$ cat src/rtl/focus_pkg.sv
// Shared constants, FSM state type and luma helper for the autofocus focus-metric path.
// Also imported by the VCM step controller.
package focus_pkg;

    localparam int unsigned DEF_WIN_X0 = 224;
    localparam int unsigned DEF_WIN_X1 = 415;
    localparam int unsigned DEF_WIN_Y0 = 144;
    localparam int unsigned DEF_WIN_Y1 = 335;
    localparam int unsigned DEF_THRESH = 8;
    localparam int unsigned DEF_ACC_W  = 32;

    // Wide enough for any column or line index of the supported timings.
    localparam int unsigned CNT_W = 12;

    typedef enum logic [1:0] {
        WAIT_VS,
        ACC,
        LATCH
    } focus_state_e;

    // Y = (R + 2G + B) >> 2, computed on a 10-bit sum.
    function automatic logic [7:0] luma(input logic [7:0] r, input logic [7:0] g,
                                        input logic [7:0] b);
        logic [9:0] sum;
        sum = {2'b00, r} + {1'b0, g, 1'b0} + {2'b00, b};
        return sum[9:2];
    endfunction

endpackage

$ cat src/rtl/focus_luma_grad.sv
// Pixel front end: S1 capture, S2 luma, S3 cored horizontal gradient.
// A flush drops every stage so a frame boundary never leaks pixels into the next frame.
module focus_luma_grad
    import focus_pkg::*;
#(
    parameter int unsigned THRESH = DEF_THRESH
) (
    input  logic       VIDEO_CLK,
    input  logic       RESET_N,
    input  logic       flush_i,
    input  logic       pix_valid_i,
    input  logic       pix_first_i,
    input  logic [7:0] r_i,
    input  logic [7:0] g_i,
    input  logic [7:0] b_i,
    output logic       grad_valid_o,
    output logic [7:0] grad_o
);

    localparam logic [8:0] Thr = 9'(THRESH);

    logic       s1_valid_q, s1_first_q;
    logic [7:0] s1_r_q, s1_g_q, s1_b_q;
    logic       s2_valid_q, s2_first_q;
    logic [7:0] s2_y_q, prev_y_q;
    logic       grad_valid_q;
    logic [7:0] grad_q;
    logic [7:0] abs_diff, cored;

    // The first window column has no predecessor, so its gradient is forced to zero.
    always_comb begin
        abs_diff = (s2_y_q >= prev_y_q) ? (s2_y_q - prev_y_q) : (prev_y_q - s2_y_q);
        cored    = abs_diff;
        if (s2_first_q || ({1'b0, abs_diff} < Thr)) begin
            cored = '0;
        end
    end

    always_ff @(posedge VIDEO_CLK) begin
        if (!RESET_N) begin
            s1_valid_q   <= 1'b0;
            s1_first_q   <= 1'b0;
            s1_r_q       <= '0;
            s1_g_q       <= '0;
            s1_b_q       <= '0;
            s2_valid_q   <= 1'b0;
            s2_first_q   <= 1'b0;
            s2_y_q       <= '0;
            prev_y_q     <= '0;
            grad_valid_q <= 1'b0;
            grad_q       <= '0;
        end else begin
            s1_valid_q   <= pix_valid_i & ~flush_i;
            s1_first_q   <= pix_first_i;
            s1_r_q       <= r_i;
            s1_g_q       <= g_i;
            s1_b_q       <= b_i;
            s2_valid_q   <= s1_valid_q & ~flush_i;
            s2_first_q   <= s1_first_q;
            s2_y_q       <= luma(s1_r_q, s1_g_q, s1_b_q);
            if (s2_valid_q) begin
                prev_y_q <= s2_y_q;
            end
            grad_valid_q <= s2_valid_q & ~flush_i;
            grad_q       <= cored;
        end
    end

    assign grad_valid_o = grad_valid_q;
    assign grad_o       = grad_q;

endmodule

$ cat src/rtl/focus_sharpness_acc.sv
// Per-frame focus metric: window counters, frame FSM, saturating gradient accumulator
// and the latched per-frame outputs handed to the VCM step controller.
module focus_sharpness_acc
    import focus_pkg::*;
#(
    parameter int unsigned WIN_X0 = DEF_WIN_X0,
    parameter int unsigned WIN_X1 = DEF_WIN_X1,
    parameter int unsigned WIN_Y0 = DEF_WIN_Y0,
    parameter int unsigned WIN_Y1 = DEF_WIN_Y1,
    parameter int unsigned THRESH = DEF_THRESH,
    parameter int unsigned ACC_W  = DEF_ACC_W
) (
    input  logic             VIDEO_CLK,
    input  logic             RESET_N,
    input  logic             VS,
    input  logic             HS,
    input  logic             DE,
    input  logic [7:0]       iR,
    input  logic [7:0]       iG,
    input  logic [7:0]       iB,
    output logic [ACC_W-1:0] FRAME_VAL,
    output logic [7:0]       FRAME_PEAK,
    output logic             FRAME_SAT,
    output logic             FRAME_RDY,
    output logic             ACC_BUSY
);

    localparam logic [CNT_W-1:0] X0 = CNT_W'(WIN_X0);
    localparam logic [CNT_W-1:0] X1 = CNT_W'(WIN_X1);
    localparam logic [CNT_W-1:0] Y0 = CNT_W'(WIN_Y0);
    localparam logic [CNT_W-1:0] Y1 = CNT_W'(WIN_Y1);

    logic             vs_q, de_q;
    logic [CNT_W-1:0] x_q, y_q;
    focus_state_e     state_q, state_d;
    logic             vs_fall, in_win, pix_valid, pix_first;
    logic             grad_valid;
    logic [7:0]       grad;
    logic             acc_busy, latch_en;
    logic [ACC_W-1:0] acc_q;
    logic [ACC_W:0]   acc_sum;
    logic [7:0]       peak_q;
    logic             sat_q;
    logic             hs_unused;

    assign hs_unused = HS;

    assign vs_fall   = vs_q & ~VS;
    assign in_win    = (x_q >= X0) && (x_q <= X1) && (y_q >= Y0) && (y_q <= Y1);
    // Pixels are ignored until the first full frame starts; the edge cycle itself is dropped.
    assign pix_valid = DE & in_win & (state_q != WAIT_VS) & ~vs_fall;
    assign pix_first = (x_q == X0);

    always_ff @(posedge VIDEO_CLK) begin
        if (!RESET_N) begin
            vs_q <= 1'b1;
            de_q <= 1'b0;
            x_q  <= '0;
            y_q  <= '0;
        end else begin
            vs_q <= VS;
            de_q <= DE;
            x_q  <= DE ? (x_q + CNT_W'(1)) : '0;
            if (vs_fall) begin
                y_q <= '0;
            end else if (de_q && !DE) begin
                y_q <= y_q + CNT_W'(1);
            end
        end
    end

    focus_luma_grad #(
        .THRESH(THRESH)
    ) u_luma_grad (
        .VIDEO_CLK   (VIDEO_CLK),
        .RESET_N     (RESET_N),
        .flush_i     (vs_fall),
        .pix_valid_i (pix_valid),
        .pix_first_i (pix_first),
        .r_i         (iR),
        .g_i         (iG),
        .b_i         (iB),
        .grad_valid_o(grad_valid),
        .grad_o      (grad)
    );

    always_ff @(posedge VIDEO_CLK) begin
        if (!RESET_N) begin
            state_q <= WAIT_VS;
        end else begin
            state_q <= state_d;
        end
    end

    always_comb begin
        state_d = state_q;
        unique case (state_q)
            WAIT_VS: if (vs_fall) state_d = ACC;
            ACC:     if (vs_fall) state_d = LATCH;
            LATCH:   state_d = ACC;
            default: state_d = WAIT_VS;
        endcase
    end

    always_comb begin
        acc_busy = 1'b0;
        latch_en = 1'b0;
        unique case (state_q)
            ACC:     acc_busy = 1'b1;
            LATCH:   latch_en = 1'b1;
            default: ;
        endcase
    end

    assign acc_sum = {1'b0, acc_q} + {{(ACC_W - 7){1'b0}}, grad};

    always_ff @(posedge VIDEO_CLK) begin
        if (!RESET_N || latch_en) begin
            acc_q  <= '0;
            peak_q <= '0;
            sat_q  <= 1'b0;
        end else if (acc_busy && grad_valid && !vs_fall) begin
            if (acc_sum[ACC_W]) begin
                acc_q <= '1;
                sat_q <= 1'b1;
            end else begin
                acc_q <= acc_sum[ACC_W-1:0];
            end
            if (grad > peak_q) begin
                peak_q <= grad;
            end
        end
    end

    always_ff @(posedge VIDEO_CLK) begin
        if (!RESET_N) begin
            FRAME_VAL  <= '0;
            FRAME_PEAK <= '0;
            FRAME_SAT  <= 1'b0;
            FRAME_RDY  <= 1'b0;
        end else begin
            FRAME_RDY <= latch_en;
            if (latch_en) begin
                FRAME_VAL  <= acc_q;
                FRAME_PEAK <= peak_q;
                FRAME_SAT  <= sat_q;
            end
        end
    end

    assign ACC_BUSY = acc_busy;

endmodule

$ cat config.mk
export PLATFORM = sky130hd
export DESIGN_NAME = focus_sharpness_acc
export DESIGN_NICKNAME = d
export VERILOG_FILES = /design/src/rtl/focus_pkg.sv /design/src/rtl/focus_luma_grad.sv /design/src/rtl/focus_sharpness_acc.sv
export SDC_FILE = /design/constraint.sdc
export NUM_CORES = 1
export LEC_CHECK = 0
export CORE_MARGIN = 1.5
export CORE_UTILIZATION = 47
export DETAILED_ROUTE_END_ITERATION = 8
export HOLD_SLACK_MARGIN = 0.03
export PLACE_DENSITY = 0.64
export SYNTH_ARGS = -nofsm -noshare
export SYNTH_HDL_FRONTEND = slang
export SYNTH_HIERARCHICAL = 1
export SYNTH_SLANG_ARGS = --single-unit
export TNS_END_PERCENT = 100
$ cat constraint.sdc
create_clock -name VIDEO_CLK -period 2.86 [get_ports VIDEO_CLK]
set_input_delay 0.572 -clock VIDEO_CLK [delete_from_list [all_inputs] [get_ports VIDEO_CLK]]
set_output_delay 0.572 -clock VIDEO_CLK [all_outputs]
set_load 0.02 [all_outputs]
==> results of run 1 <==
area by class of cell:
cell class,count,area (µm²)
clock buffer,23,478.0
clock inverter,7,123.9
fill,1347,6778
inverter,46,172.7
multi-input combinational,559,4161
sequential,164,3283
tap,216,270.3
timing repair buffer,82,790.8
metrics by stage:
stage	utilization, %	power, mW
final	57.79	5.694
after floorplan	-	3.209
after CTS	57.79	5.736
after detailed placement	54.04	3.416
after global routing	57.79	5.937
after global placement	54.04	3.373
path summary, 6_finish.rpt:
kind	start	endpoint	slack, ps	cells past startpoint
min	u_luma_grad/s1_valid_q	u_luma_grad/s2_valid_q	420	1
max	u_luma_grad/s2_y_q[0]	u_luma_grad/grad_o[1]	190	10
min reg2reg	u_luma_grad/s1_valid_q	u_luma_grad/s2_valid_q	420	1
max reg2reg	u_luma_grad/s2_y_q[0]	u_luma_grad/grad_o[1]	190	10
registers in the layout, indices dropped and copies added, names as in the netlist, 2 cells and up:
register	cells
FRAME_VAL	32
acc_q	32
x_q	12
y_q	12
FRAME_PEAK	8
peak_q	8
u_luma_grad/grad_o	8
u_luma_grad/prev_y_q	8
u_luma_grad/s1_b_q	8
u_luma_grad/s1_g_q	8
u_luma_grad/s1_r_q	8
u_luma_grad/s2_y_q	8
state_q	2
power groups by stage:
stage / logic, mW / registers (mW) / clock network [mW]
after global routing: 1.04 / 2.44 / 2.45
after floorplan: 0.753 / 2.46 / 0
after CTS: 0.938 / 2.43 / 2.36
after global placement: 0.893 / 2.48 / 0
final: 0.946 / 2.43 / 2.32
after detailed placement: 0.933 / 2.48 / 0
layout by cell type, fill, tap and decap left out, types with 4 or more instances in the layout:
cell type / Yosys / final
a21boi_0: 5 / 5
a31oi_1: 15 / 15
clkbuf_16: 0 / 17
buf_4: 4 / 12
o211ai_1: 25 / 25
nand2b_1: 5 / 5
xor2_1: 22 / 22
a21o_1: 12 / 12
nand4_1: 5 / 5
dfxtp_1: 164 / 164
nor4b_1: 10 / 10
fa_1: 11 / 11
nand3_1: 27 / 27
and3_1: 10 / 10
o21ai_0: 16 / 16
nor2_1: 40 / 39
o21a_1: 8 / 8
nor2b_1: 15 / 15
nor3_1: 20 / 20
ha_1: 42 / 42
and4_1: 5 / 5
or4_1: 4 / 4
a22o_1: 41 / 41
a311oi_1: 4 / 4
mux2i_1: 12 / 12
a41oi_1: 4 / 4
inv_1: 46 / 46
clkdlybuf4s50_1: 0 / 70
and2_1: 35 / 34
a211oi_1: 12 / 11
nand2_1: 29 / 29
xnor2_1: 14 / 14
o31ai_1: 4 / 4
a21oi_1: 41 / 41
a32oi_1: 9 / 9
or3_1: 6 / 6
worst max-delay path: stages, from the launching register on:
cell and delay (ps):
dfxtp_1 360, inv_1 60, ha_1 220, fa_1 390, nand3b_1 260, a31o_1 270, nand2_2 150, mux2i_1 230
xor2_1 200, and4bb_1 270, nor3_1 190
cells by family (layout without fill, tap and decap cells):
kind of cell,count (synthesis),in the layout,synth area share [%]
buffers and inverters,89,158,4.882
AOI/OAI and AO/OA,218,218,20.29
xor gates and xnor gates,36,36,4.033
and+or+nand+nor,239,239,17.57
muxes,13,13,1.681
adders and majority gates,53,53,9.539
DFF,164,164,42.00
routing by layer:
layer	routed length [µm]	share of wire [%]	vias to the layer above
li1	-	-	3085
met1	7550	45	2942
met2	8029	48	173
met3	676	4.1	37
met4	399	2.4	0
met5	0	0	-
==> impl_metrics.py, run 1 <==
metrics = {
    "clock_tree": {
        "cts_tree": "built",
        "post_cts_buffers": 0,
        "cts_buffers": 17,
        "clock-root-buffer": "clkbuf_16",
        "clkSlewWorstSetupHoldPaths_ps": 60,
        "cts.sinks": 164,
        "hold_buffers": 0,
        "clk_path_buf_depth": 2,
        "htree_levels": 4,
        "clk_latency_ps": 420,
        "cts_resized": 0,
    },
    "floorplan": {
        "die_y_um": 132.0,
        "ios": 72,
        "die_area_um2": 17420,
        "start_util_pct": 48.68,
        "die_w_um": 132.0,
        "core_um2": 16060,
        "row_count": 46,
    },
    "power_and_ir_drop": {
        "ir_worst_vdd_mv": 0.4216,
        "p_per_area_nw_per_um2": 613.6,
        "leakagePower_nw": 3.452,
        "p_int_mw": 4.190,
        "power_frac_comb_pct": 16.6,
        "p_sw_mw": 1.505,
        "switching_share_pct": 26.42,
        "pwr-share-seq_pct": 42.7,
        "clockPowerShare_pct": 40.7,
    },
    "worst_setup_path": {
        "critPathLaunchType": "register",
        "crit_type": "reg -> reg",
        "crit_required_ps": 3200,
        "endpoint_kind": "register",
        "crit_path_max_fanout": 4,
        "crit_arrival_ps": 3000,
    },
    "cells_and_area": {
        "area_delta_synth_final_pct": 18.71,
        "drive_gt1_share_pct": 6.697,
        "num_antenna_cells": 0,
        "layoutNonFillerInstCount": 1097,
        "nNetsFinal": 952,
        "final_area_um2": 9280,
    },
    "job": {
        "drv_cap": 0,
    },
    "routing": {
        "wire_per_inst_um": 15.18,
        "drt_iter0_markers": 320,
        "wl_um": 16660,
        "num_vias": 6237,
        "avgViaCountPerCell": 5.686,
        "drtAntennaViolNets": 0,
        "first_pass_iters": 5,
        "drc": 0,
    },
    "synthesis": {
        "synth.distinct_cells": 75,
        "synthTopCellsByArea": "dfxtp_1 (42%), ha_1 (6.7%), a22o_1 (4.6%)",
        "synth_commonest_cells": "dfxtp_1 (164), inv_1 (46), ha_1 (42)",
        "synthesis.nets": 894,
        "yosys.area.top_type": "dfxtp_1",
        "synthesis.area_um2": 7817,
        "ys_seq_area_share_pct": 42.00,
        "synth_cells": 812,
        "ys.flop_type": "dfxtp_1",
        "ys.warnings.count": 6,
        "synth_edf_count": 0,
        "synthArstFlopShare_pct": 0,
        "post-synth-top-count-cell": "dfxtp_1",
        "ys_seq_elements": 164,
        "synth_top_area_share_pct": 42.00,
        "avgSynthCellArea_um2": 9.627,
    },
    "placed_design": {
        "dpl_cell_area_um2": 8678,
        "place_hpwl_um": 12280,
        "io_buffers": 70,
        "gp_congestion": 0.8406,
        "post-place-ws_ps": 180.8,
        "dp.cells": 1067,
    },
    "grt": {
        "antenna_found_initial": 0,
        "grt-busiest-layer": "met2",
        "grt_pass1_wl_um": 27500,
        "globalRoute.totalOverflow": 0,
        "grt_usage_pct": 19.13,
        "grt_max_degree": 50,
        "grtUsageMet1_pct": 23.48,
        "grt_util_met2_pct": 32.78,
        "grtUsageMet3_pct": 3.768,
        "grt_pass1_vias": 5940,
    },
    "hold_path": {
        "min_path_type": "reg -> reg",
    },
    "timing": {
        "worstMarginPinSlew_ps": 691.6,
        "hold_violations": 0,
        "setup_ws_ps": 194.4,
        "timing.hold.ws_ps": 424.9,
        "grt_setup_unrepaired": "no",
        "finalMaxSlewViolations": 0,
        "max_freq_ghz": 0.3751,
        "finalCritPeriodShare_pct": 93.20,
        "fin_worst_skew_ps": 7.349,
        "fin_crit_ps": 2666,
        "maxSlewHeadroom_pct": 53.89,
        "setup_viol": 0,
        "finalSetupTns_ps": 0,
    },
    "outcome": {
        "outcome": "finished clean",
    },
}
No activity file was read; power rests on OpenSTA's default activity.
==> inputs of run 2 (changes only) <==
- CORE_MARGIN: 1.5 -> unset
==> impl_metrics.py, run 2 (synthesis gave the netlist of run 1 again) <==
metrics = {
    "cells_and_area": {
        "layout_common_cells": "dfxtp_1 (164), clkdlybuf4s50_1 (70), inv_1 (46)",
        "final_common_cell": "dfxtp_1",
        "area_delta_synth_final_pct": 18.55,
        "sequential_cell_area_um2": 3283,
        "multiInputGateArea_um2": 4161,
        "num_antenna_cells": 0,
        "drive_gt1_share_pct": 6.908,
        "fill_cells": 1339,
        "nNetsFinal": 953,
        "reg.largest.list": "FRAME_VAL: 32 flops, acc_q: 32 flops",
    },
    "placed_design": {
        "io_buffers": 70,
        "place_hpwl_um": 11970,
        "gp_congestion": 0.8594,
    },
    "power_and_ir_drop": {
        "ir_worst_vdd_mv": 0.4677,
        "p_per_area_nw_per_um2": 600.7,
        "leakagePower_nw": 3.451,
        "total_power_mw": 5.567,
    },
    "floorplan": {
        "start_util_pct": 48.68,
        "die_y_um": 131.0,
        "die_w_um": 131.0,
        "row_count": 46,
        "core_um2": 16060,
        "die_area_um2": 17150,
        "ios": 72,
    },
    "routing": {
        "drtAntennaViolNets": 0,
        "avgViaCountPerCell": 5.611,
        "wl_um": 16260,
        "drt_iter0_markers": 353,
        "wire_per_inst_um": 14.79,
        "first_pass_iters": 5,
        "num_vias": 6166,
        "drc": 0,
    },
    "clock_tree": {
        "htree_levels": 4,
        "cts_resized": 0,
        "clkSlewWorstSetupHoldPaths_ps": 60,
        "clock-root-buffer": "clkbuf_16",
        "cts_buffers": 17,
        "hold_buffers": 0,
        "post_cts_buffers": 0,
        "clk_latency_ps": 420,
        "cts.sinks": 164,
        "clk_path_buf_depth": 2,
        "cts_tree": "built",
    },
    "timing": {
        "fin_worst_skew_ps": 9.294,
        "finalMaxSlewViolations": 0,
        "hold_violations": 0,
        "finalCritPeriodShare_pct": 93.49,
        "setup_viol": 0,
        "grt_setup_unrepaired": "no",
        "maxSlewHeadroom_pct": 56.08,
        "finalSetupTns_ps": 0,
        "max_freq_ghz": 0.3740,
        "worstMarginPinSlew_ps": 656.0,
        "fin_crit_ps": 2674,
    },
    "worst_setup_path": {
        "endpoint_kind": "register",
        "crit_type": "reg -> reg",
        "critPathLaunchType": "register",
        "crit_required_ps": 3190,
        "crit_arrival_ps": 3010,
        "crit_path_max_fanout": 8,
    },
    "grt": {
        "antenna_found_initial": 0,
        "grt_max_degree": 51,
        "grt_pass1_vias": 5845,
        "grt_pass1_wl_um": 26820,
        "grt_usage_pct": 19.65,
        "globalRoute.totalOverflow": 0,
    },
    "outcome": {
        "outcome": "finished clean",
    },
    "job": {
        "drv_cap": 0,
    },
    "hold_path": {
        "min_path_type": "reg -> reg",
    },
}
[run 2: cell count changes in the layout (fill, tap and decap cells not counted), sizes merged]
| cell | previous run | this run |
|---|---|---|
| buf | 12 | 13 |
| bufinv | 3 | 2 |
| clkbuf | 23 | 22 |
| clkinv | 3 | 6 |
[run 2: layout make-up]
class | instances | share of cell area, %
multi-input combinational | 559 | 44.90
sequential | 164 | 35.43
timing repair buffer | 83 | 8.748
clock buffer | 22 | 5.009
tap | 216 | 2.916
inverter | 46 | 1.863
clock inverter | 9 | 1.134
[run 2: worst paths after layout]
| check | from | to | slack [ps] | cells past startpoint |
|---|---|---|---|---|
| hold / removal | u_luma_grad/s1_valid_q | u_luma_grad/s2_valid_q | 430 | 1 |
| setup / recovery | u_luma_grad/grad_o[7] | acc_q[25] | 190 | 7 |
| hold reg to reg | u_luma_grad/s1_valid_q | u_luma_grad/s2_valid_q | 430 | 1 |
| setup reg to reg | u_luma_grad/grad_o[7] | acc_q[25] | 190 | 7 |
[run 2: stage by stage]
stage,worst slack (ps),utilization [%],hold WS (ps),area [µm²],std cells
after CTS,222.2,57.71,433.9,9268,1099
after global placement,203.7,54.17,412.8,8698,1068
after floorplan,423.5,-,405.7,7818,812
after global routing,33.55,57.71,446.1,9268,1099
final,186.1,57.71,431.0,9268,1099
after detailed placement,205.6,54.17,419.5,8698,1068
[run 2: power by group]
part           total [mW]  internal (mW)  switching (mW)  leakage [nW]
combinational       0.948          0.393           0.555          1.84
sequential           2.43           2.36          0.0705          1.33
clock                2.19           1.32           0.865         0.280
[run 2: routing by layer]
metal | track usage (%) | part of all wire [%]
met1 | 24.17 | 46
met2 | 33.18 | 48
met4 | 6.964 | 1.8
met3 | 5.090 | 4.3
met5 | 0 | 0
[run 2: worst max-delay path, stage by stage (launching register included)]
cell and delay, ps:
dfxtp_1 350, ha_1 400, a21oi_1 470, o211ai_1 250, o211ai_1 600, buf_4 260, nor3_1 60, a211oi_1 200
